--- config.mk ---
export PLATFORM = sky130hd
export DESIGN_NAME = ram_arbiter
export DESIGN_NICKNAME = d
export VERILOG_FILES = /design/src/rtl/ram_arbiter_pkg.sv /design/src/rtl/ram_byte_pack.sv /design/src/rtl/ram_arbiter.sv
export SDC_FILE = /design/constraint.sdc
export NUM_CORES = 1
export LEC_CHECK = 0
export ABC_AREA = 1
export BUFFER_PORTS_ARGS = -buffer_cell sky130_fd_sc_hd__buf_2
export CELL_PAD_IN_SITES_DETAIL_PLACEMENT = 0
export CELL_PAD_IN_SITES_GLOBAL_PLACEMENT = 1
export CORE_MARGIN = 2
export CORE_UTILIZATION = 39
export DETAILED_ROUTE_END_ITERATION = 6
export PLACE_DENSITY_LB_ADDON = 0.12
export SLEW_MARGIN = 20
export SYNTH_ARGS = -nofsm -noshare
export SYNTH_HDL_FRONTEND = slang
export SYNTH_SLANG_ARGS = --single-unit
export TNS_END_PERCENT = 10
--- constraint.sdc ---
create_clock -name clock -period 3.6 [get_ports clock]
set_input_delay 0.36 -clock clock [delete_from_list [all_inputs] [get_ports clock]]
set_output_delay 0.36 -clock clock [all_outputs]
set_load 0.05 [all_outputs]
--- src/rtl/ram_arbiter_pkg.sv ---
// Shared widths, state encoding, length codes and request payload for the RAM bus arbiter.
package ram_arbiter_pkg;

    localparam int unsigned MemAddrBus = 32;
    localparam int unsigned MemDataBus = 32;
    localparam int unsigned ByteW      = 8;
    localparam int unsigned IdxW       = 3;
    localparam int unsigned LenW       = 3;

    typedef enum logic [1:0] {
        ArbIdle = 2'd0,
        ArbRd   = 2'd1,
        ArbWr   = 2'd2,
        ArbDone = 2'd3
    } arb_state_t;

    localparam logic [LenW-1:0] Len1 = LenW'(1);
    localparam logic [LenW-1:0] Len2 = LenW'(2);
    localparam logic [LenW-1:0] Len4 = LenW'(4);

    // Request captured at grant time; held for the whole transfer.
    typedef struct packed {
        logic [MemAddrBus-1:0] base;
        logic [MemDataBus-1:0] wdata;
        logic [LenW-1:0]       len;
        logic                  sgn;
        logic                  owner_mem;
    } arb_req_t;

    // Only 1, 2 and 4 bytes are real transfer sizes; anything else is a word.
    function automatic logic [LenW-1:0] norm_len(input logic [LenW-1:0] len);
        case (len)
            Len1:    norm_len = Len1;
            Len2:    norm_len = Len2;
            default: norm_len = Len4;
        endcase
    endfunction

    function automatic logic [ByteW-1:0] byte_lane(input logic [MemDataBus-1:0] word,
                                                   input logic [1:0]            lane);
        byte_lane = word[{lane, 3'b000} +: ByteW];
    endfunction

endpackage

--- src/rtl/ram_byte_pack.sv ---
// Inserts a received byte into its little-endian lane and applies load sign/zero extension.
module ram_byte_pack
    import ram_arbiter_pkg::*;
(
    input  logic [MemDataBus-1:0] acc,
    input  logic [ByteW-1:0]      rd_byte,
    input  logic [1:0]            lane,
    input  logic [LenW-1:0]       len,
    input  logic                  sgn,
    output logic [MemDataBus-1:0] data_c
);

    logic [MemDataBus-1:0] merged;

    // Extension only rewrites bits above the transfer size, so partial words stay intact.
    always_comb begin
        merged = acc;
        merged[{lane, 3'b000} +: ByteW] = rd_byte;
        case (len)
            Len1:    data_c = {{(MemDataBus - ByteW){sgn & merged[ByteW-1]}}, merged[ByteW-1:0]};
            Len2:    data_c = {{(MemDataBus - 2 * ByteW){sgn & merged[2*ByteW-1]}},
                               merged[2*ByteW-1:0]};
            default: data_c = merged;
        endcase
    end

endmodule

--- src/rtl/ram_arbiter.sv ---
// Byte-serial arbiter sharing the external RAM bus between the IF refill port and the MEM stage.
// Grants in IDLE, moves one byte per cycle, and returns a one-cycle ready pulse from DONE.
module ram_arbiter
    import ram_arbiter_pkg::*;
#(
    parameter bit FAVOR_MEM = 1'b1
) (
    input  logic                  clock,
    input  logic                  reset,
    input  logic                  rdy,
    output logic                  ram_rw,
    output logic [MemAddrBus-1:0] ram_addr,
    output logic [ByteW-1:0]      ram_w_data,
    input  logic [ByteW-1:0]      ram_r_data,
    input  logic                  if_read,
    input  logic [MemAddrBus-1:0] if_addr,
    output logic                  if_ready,
    output logic [MemDataBus-1:0] if_data,
    output logic                  if_busy,
    input  logic                  mem_read,
    input  logic                  mem_write,
    input  logic [MemAddrBus-1:0] mem_addr,
    input  logic [MemDataBus-1:0] mem_data_i,
    input  logic [LenW-1:0]       mem_length,
    input  logic                  mem_signed,
    output logic                  mem_ready,
    output logic [MemDataBus-1:0] mem_data_o,
    output logic                  mem_busy
);

    arb_state_t            state;
    arb_req_t              req;
    logic [IdxW-1:0]       issue_idx;
    logic [IdxW-1:0]       recv_idx;
    logic [IdxW-1:0]       issue_nxt;
    logic [IdxW-1:0]       recv_nxt;
    logic                  cap_pend;
    logic                  ram_rw_q;
    logic [MemDataBus-1:0] acc;
    logic [MemDataBus-1:0] packed_c;
    logic                  mem_req;
    logic                  grant_mem;
    logic                  grant_if;

    // The pause must silence a write in the same cycle, so this is the one unregistered output.
    assign ram_rw = ram_rw_q & rdy;

    assign mem_req   = mem_read | mem_write;
    assign grant_mem = mem_req & (FAVOR_MEM | ~if_read);
    assign grant_if  = if_read & ~grant_mem;
    assign issue_nxt = issue_idx + IdxW'(1);
    assign recv_nxt  = recv_idx + IdxW'(1);

    ram_byte_pack u_pack (
        .acc     (acc),
        .rd_byte (ram_r_data),
        .lane    (recv_idx[1:0]),
        .len     (req.len),
        .sgn     (req.sgn),
        .data_c  (packed_c)
    );

    always_ff @(posedge clock) begin
        if (!reset) begin
            state      <= ArbIdle;
            req        <= '0;
            issue_idx  <= '0;
            recv_idx   <= '0;
            cap_pend   <= 1'b0;
            acc        <= '0;
            ram_rw_q   <= 1'b0;
            ram_addr   <= '0;
            ram_w_data <= '0;
            if_ready   <= 1'b0;
            if_data    <= '0;
            if_busy    <= 1'b0;
            mem_ready  <= 1'b0;
            mem_data_o <= '0;
            mem_busy   <= 1'b0;
        end else begin
            if_ready  <= 1'b0;
            mem_ready <= 1'b0;
            case (state)
                ArbIdle: begin
                    if (rdy && (grant_mem || grant_if)) begin
                        req.base      <= grant_mem ? mem_addr : if_addr;
                        req.wdata     <= mem_data_i;
                        req.len       <= grant_mem ? norm_len(mem_length) : Len4;
                        req.sgn       <= grant_mem & mem_signed;
                        req.owner_mem <= grant_mem;
                        issue_idx     <= '0;
                        recv_idx      <= '0;
                        cap_pend      <= 1'b0;
                        acc           <= '0;
                        ram_addr      <= grant_mem ? mem_addr : if_addr;
                        if_busy       <= grant_mem;
                        mem_busy      <= grant_if;
                        if (grant_mem && mem_write) begin
                            state      <= ArbWr;
                            ram_rw_q   <= 1'b1;
                            ram_w_data <= byte_lane(mem_data_i, 2'd0);
                        end else begin
                            state <= ArbRd;
                        end
                    end
                end

                ArbRd: begin
                    if (!rdy) begin
                        // Drop the in-flight byte and re-drive the oldest uncaptured address.
                        issue_idx <= recv_idx;
                        ram_addr  <= req.base + MemAddrBus'(recv_idx);
                        cap_pend  <= 1'b0;
                    end else begin
                        if (cap_pend) begin
                            acc      <= packed_c;
                            recv_idx <= recv_nxt;
                            if (recv_nxt == req.len) begin
                                state <= ArbDone;
                                if (req.owner_mem) begin
                                    mem_ready  <= 1'b1;
                                    mem_data_o <= packed_c;
                                end else begin
                                    if_ready <= 1'b1;
                                    if_data  <= packed_c;
                                end
                            end
                        end
                        cap_pend <= (issue_idx < req.len);
                        if (issue_idx < req.len) begin
                            issue_idx <= issue_nxt;
                            if (issue_nxt < req.len) begin
                                ram_addr <= req.base + MemAddrBus'(issue_nxt);
                            end
                        end
                    end
                end

                ArbWr: begin
                    if (rdy) begin
                        if (issue_nxt == req.len) begin
                            state      <= ArbDone;
                            ram_rw_q   <= 1'b0;
                            mem_ready  <= 1'b1;
                            mem_data_o <= '0;
                        end else begin
                            issue_idx  <= issue_nxt;
                            ram_addr   <= req.base + MemAddrBus'(issue_nxt);
                            ram_w_data <= byte_lane(req.wdata, issue_nxt[1:0]);
                        end
                    end
                end

                ArbDone: begin
                    state    <= ArbIdle;
                    if_busy  <= 1'b0;
                    mem_busy <= 1'b0;
                end

                default: state <= ArbIdle;
            endcase
        end
    end

endmodule
---- After elaboration in Yosys (flattened, before gate mapping) ----
Index checks and enable logic that the tools add are counted.
word-level totals
  flip-flop bits (word level) ............. 219
  word-level logic and storage cells ...... 143
  output and inout port bits .............. 109
cells by class
  add/sub/neg operators ................... 5
  multiplexer cells ....................... 65
  $lt $le $gt $ge ......................... 2
  bitwise operators ....................... 8
  reduce and logical (&&, ||, !) cells .... 21
  shift-type cells ........................ 3
  equal/unequal tests ..................... 20
operators with widths
  operator                                                                count
  32-bit two-way mux                                                      16
  32-bit one-hot mux with 2 select lines                                  3
  32-bit one-hot mux with 3 select lines                                  1
  32-bit by 3-bit adder with 32-bit output                                2
  32-bit bitwise mux                                                      1
  8-bit two-way mux                                                       4
  8-bit by 7-bit variable shift with 32-bit output, first input constant  1
  32-bit by 6-bit indexed part select with 8-bit output                   1
  8-bit by 7-bit indexed part select with 32-bit output                   1
  5-bit AND reduction                                                     5
  3-bit two-way mux                                                       8
  2-bit != test, second input constant                                    9
  8-bit one-hot mux with 2 select lines                                   1
  1-bit two-way mux                                                       15
  2-bit two-way mux                                                       7
  3-bit one-hot mux with 2 select lines                                   2
  6-bit AND reduction                                                     2
  1-bit one-hot mux with 2 select lines                                   5
  3-bit one-hot mux with 3 select lines                                   1
  2-bit one-hot mux with 4 select lines                                   1
  2-bit nonzero test                                                      4
  5-bit negator with 7-bit output                                         1
  7-bit AND reduction                                                     1
  3-bit by 1-bit adder with 3-bit output, second input constant           2
  16 further kinds                                                        30

---- Depth between registers and ports, before layout ----
  word-level depth ........................ 10
  depth in mapped cells ................... 17
  depth with buffers taken out ............ 15

---- Modules after synthesis ----
A second synthesis with hierarchy kept.
unflattened totals
  cells, all modules ...................... 1,819
  area, all modules ....................... 11,901.4 sq um
modules (own cells, without submodules)
  module         cells an instance  sequential area each (sq um)  times used  area each (sq um)
  ram_arbiter    1,637              4,384.2                       1           10,995.5
  ram_byte_pack  182                0.0                           1           905.9

---- Worst setup path before layout ----
No wires, ideal clock.
  kind .................................... reg-to-reg
  start ................................... register issue_idx[0]
  end ..................................... register ram_addr[14]
  cell stages (with the launch flop) ...... 15
  setup slack ............................. 962 ps
  arrival time ............................ 2,567 ps
  library setup time ...................... 70 ps
  clock period less this slack ............ 2,638 ps
  required time ........................... 3,530 ps
  cell sequence ........................... dfxtp_1 -> ha_1 -> clkbuf_1 -> clkinv_1 -> fa_1 -> inv_1 -> nand2_1 -> nand2_1 -> nand3_1 -> nor2_2 -> xor2_1 -> nand2_1 -> nand3_1 -> nand2_1 -> a21oi_1
on the way
  cells in the longest elaborated chain, start to end .. 6
  elaborated cells on any way between the ends .. 15
  classes of those cells .................. 2 x add/sub; 2 x order compare; 4 x eq/ne; 6 x mux; 1 x reduce/logical
ends and longest elaborated chain
  element                                   RTL line                                RTL
  start, declared                           ram_arbiter.sv:33                       logic [IdxW-1:0] issue_idx;
  start signal, assigned                    ram_arbiter.sv:111                      issue_idx <= recv_idx;
  start signal, assigned                    ram_arbiter.sv:131                      issue_idx <= issue_nxt;
  start signal, assigned                    ram_arbiter.sv:147                      issue_idx <= issue_nxt;
  3-bit by 1-bit adder with 3-bit output    ram_arbiter.sv:51                       assign issue_nxt = issue_idx + IdxW'(1);
  32-bit by 3-bit adder with 32-bit output  ram_arbiter.sv:133, ram_arbiter.sv:148
  32-bit two-way mux                        ram_arbiter.sv:132                      if (issue_nxt < req.len) begin
  32-bit two-way mux                        ram_arbiter.sv:130                      if (issue_idx < req.len) begin
  32-bit two-way mux                        ram_arbiter.sv:109                      if (!rdy) begin
  32-bit one-hot mux with 3 select lines    ram_arbiter.sv:83                       case (state)
  end signal, assigned                      ram_arbiter.sv:95                       ram_addr <= grant_mem ? mem_addr : if_addr;
  end signal, assigned                      ram_arbiter.sv:112                      ram_addr <= req.base + MemAddrBus'(recv_idx);
  end signal, assigned                      ram_arbiter.sv:133                      ram_addr <= req.base + MemAddrBus'(issue_nxt);
  end, declared                             ram_arbiter.sv:12                       output logic [MemAddrBus-1:0] ram_addr,
Parallel ways exist; a longest one is shown, timed or not. The select of a mux whose other input is x is not followed.
A chain may end at the register's enable or synchronous reset.

---- Worst setup path after layout ----
  start ................................... register issue_idx[1]
  end ..................................... register ram_addr[7]
The elaborated chain is that of the path after synthesis.

==> results.sh <==
export IMPL_ys_flop_type="dfxtp_1"
export IMPL_postCtsSetupBuffers=0
export IMPL_syn2layout_area_growth_pct=19.4
export IMPL_synth_seq_cells=219
export IMPL_fmax_mhz=314
export IMPL_ant_nets=0
export IMPL_p_total_mw=10.4
export IMPL_layout_setup_ws_ps=415
export IMPL_vias=12583
export IMPL_dr_pass1_iters=5
export IMPL_min_to="req[19]"
export IMPL_peakVddDrop_mv=0.493
export IMPL_hold_depth=3
export IMPL_holdCritPathClass="input pin to flip-flop"
export IMPL_synthCells=1810
export IMPL_cts_tree="yes"
export IMPL_ys_types=43
export IMPL_syn_area_um2=11800
export IMPL_reg2reg_to="ram_addr[7]"
export IMPL_io_buffers=222
export IMPL_fin_skew_ps=15.6
export IMPL_start_util_pct=39.7
export IMPL_io_pins=223
export IMPL_num_antenna_cells=0
export IMPL_tightest_slew_ps=957
export IMPL_grt_pass1_wl_mm=64.7
export IMPL_synth_nets=1949
export IMPL_core_um2=29600
export IMPL_final_cell_area_um2=14000
export IMPL_hpwl_mm=29.7
export IMPL_p_leak_nw=6.17
export IMPL_layout_common_cells="nand2_1, a21oi_1, buf_2"
export IMPL_antenna_found_initial=0
export IMPL_globalplace_congestion=0.911
export IMPL_synth_warnings=0
export IMPL_status="completed"
export IMPL_crit_reg2reg_launch="issue_idx[1]"
export IMPL_crit_path_start_kind="flip-flop"
export IMPL_cp_top_family="simple AND/OR/NAND/NOR gates"
export IMPL_hold_buffers=0
export IMPL_grt_max_degree=94
export IMPL_die_w_um=178
export IMPL_cts_root_buf="clkbuf_16"
export IMPL_drt_iter0_drc=965
export IMPL_drv_slew=0
export IMPL_r2r_slack_ps=410
export IMPL_critPathSlowestCell="nor2_1"
export IMPL_numCtsBuffers=26
export IMPL_postCtsResizedCells=0
export IMPL_placed_cell_area_um2=13200
export IMPL_overflow=0
export IMPL_multi_input_area_um2=6360
export IMPL_wl_mm=41.2
export IMPL_whs_ps=60.0
export IMPL_ys_seq_area_share_pct=37.3
export IMPL_avgViaCountPerCell=5.25
export IMPL_clk_latency_ps=540
export IMPL_cp_arrival_ps=3650
export IMPL_drc=0
export IMPL_grt_usage_pct=25.8
export IMPL_die_y_um=178
export IMPL_wl_per_cell_um=17.2
export IMPL_r2r_cells=11
export IMPL_dp_slack_ps=462
export IMPL_nNetsFinal=2125
export IMPL_cts_clk_slew_worst_paths_ps=60
export IMPL_seq_area_um2=4380
export IMPL_htree_levels=1
export IMPL_syn_area_per_cell_um2=6.49
export IMPL_cpPeakStageDelay_ps=720
export IMPL_cap_violations=0
export IMPL_grt_pass1_vias=11806
export IMPL_worst_setup_path_end_kind="flip-flop"
export IMPL_die_area_um2=31500
export IMPL_rsz0062_at_grt="no"
export IMPL_hold_viol=0
export IMPL_crit_fanout=29
export IMPL_rows=63
export IMPL_drive_gt1_share_pct=15.9
export IMPL_fill_cells=3255
export IMPL_setup_viol=0
export IMPL_final_min_clock_period_ps=3190
export IMPL_power_density_nw_per_um2=739
export IMPL_crit_required_ps=4060
export IMPL_synth_edf_count=0
export IMPL_setup_tns_ps=0
export IMPL_timing_slew_headroom_pct=36.0
export IMPL_path_class="flip-flop to flip-flop"
export IMPL_async_reset_ff_share_pct=0
export IMPL_crit_chain="ha_1, buf_4, ha_1, nand2_1, nor2_1, a211oi_1, nor2_1, nor2_2, inv_2, nand2_1, a21oi_1"
export IMPL_cts_path_max_buffers=3
export IMPL_hold_start="mem_data_i[14]"
export IMPL_period_share_pct=88.5
export IMPL_cts_sink_count=219
export IMPL_layout_commonest_cell="nand2_1"
export IMPL_path_buf_inv=2
==> synthesized netlist by cell type, types with 13 or more instances <==
cell type,instances,area (µm²)
ha_1,23,288
a21oi_1,241,1210
nand4_1,41,257
buf_2,31,155
nor3_1,14,70.1
clkbuf_1,64,240
o22ai_1,18,113
nor2_1,92,345
inv_1,143,537
o21ai_0,95,475
mux2i_1,13,130
nand2_1,577,2170
nand3_1,159,796
dfxtp_1,219,4380
==> report_power, final <==
part	internal, mW	total [mW]	switching, mW
Sequential	2.82	3.12	0.300
Combinational	1.18	4.62	3.44
Clock	1.55	2.64	1.09
==> sequential cells by signal (all words and copies together) (netlist names), 2 cells and up <==
register    cells
if_data        32
recv_idx        3
acc            32
mem_data_o     32
state           2
ram_addr       32
issue_idx       3
req            69
ram_w_data      8
==> cells by family after synthesis <==
logic type               synth area share, %
AO/OA/AOI/OAI                           17.2
multiplexers                            1.11
XOR/XNOR                               0.745
AND/OR/NAND/NOR                         32.2
flip-flops                              37.3
adder cells (fa/ha/maj)                 2.79
buffers and inverters                   8.70
==> worst register-to-register path, delay by kind of cell (launching register included) <==
kind | cells | cell delay [ps]
and+or+nand+nor | 5 | 1310
adders and majority gates | 2 | 600
AOI/OAI and AO/OA | 2 | 210
buffers and inverters | 2 | 670
DFF | 1 | 320
==> layout make-up <==
cell class / instances / area share [%]
multi-input combinational: 1333 / 45.3
sequential: 219 / 31.2
timing repair buffer: 250 / 9.68
clock buffer: 38 / 5.45
inverter: 156 / 4.19
tap: 390 / 3.48
clock inverter: 9 / 0.677
==> routing by layer <==
layer  routed length, µm  part of all wire, %  GRT usage [%]  up-vias
li1                    -                    -              -     6306
met3                2250                  5.5           3.28       74
met4                1690                  4.1           9.80        0
met1               18900                   46           35.3     5832
met2               18300                   44           41.1      371
met5                   0                    0              0        -
==> per-stage QoR <==
step / instances / utilization, %
6_report: 2395 / 47.4
5_1_grt: 2395 / 47.4
4_1_cts: 2395 / 47.4
3_5_place_dp: 2348 / 44.5
3_3_place_gp: 2348 / 44.5
2_1_floorplan: 1810 / -
==> worst max path at each step <==
stage	startpoint	to	slack, ps	depth (start not counted)
finish	issue_idx[1]	ram_addr[7]	410	11
global route	issue_idx[0]	ram_addr[17]	110	11
CTS	issue_idx[1]	ram_addr[11]	440	11
detailed placement	issue_idx[1]	ram_addr[11]	460	11
global placement	issue_idx[1]	ram_addr[6]	520	11
floorplan	issue_idx[0]	ram_addr[14]	960	14
No activity file was read; power rests on OpenSTA's default activity.
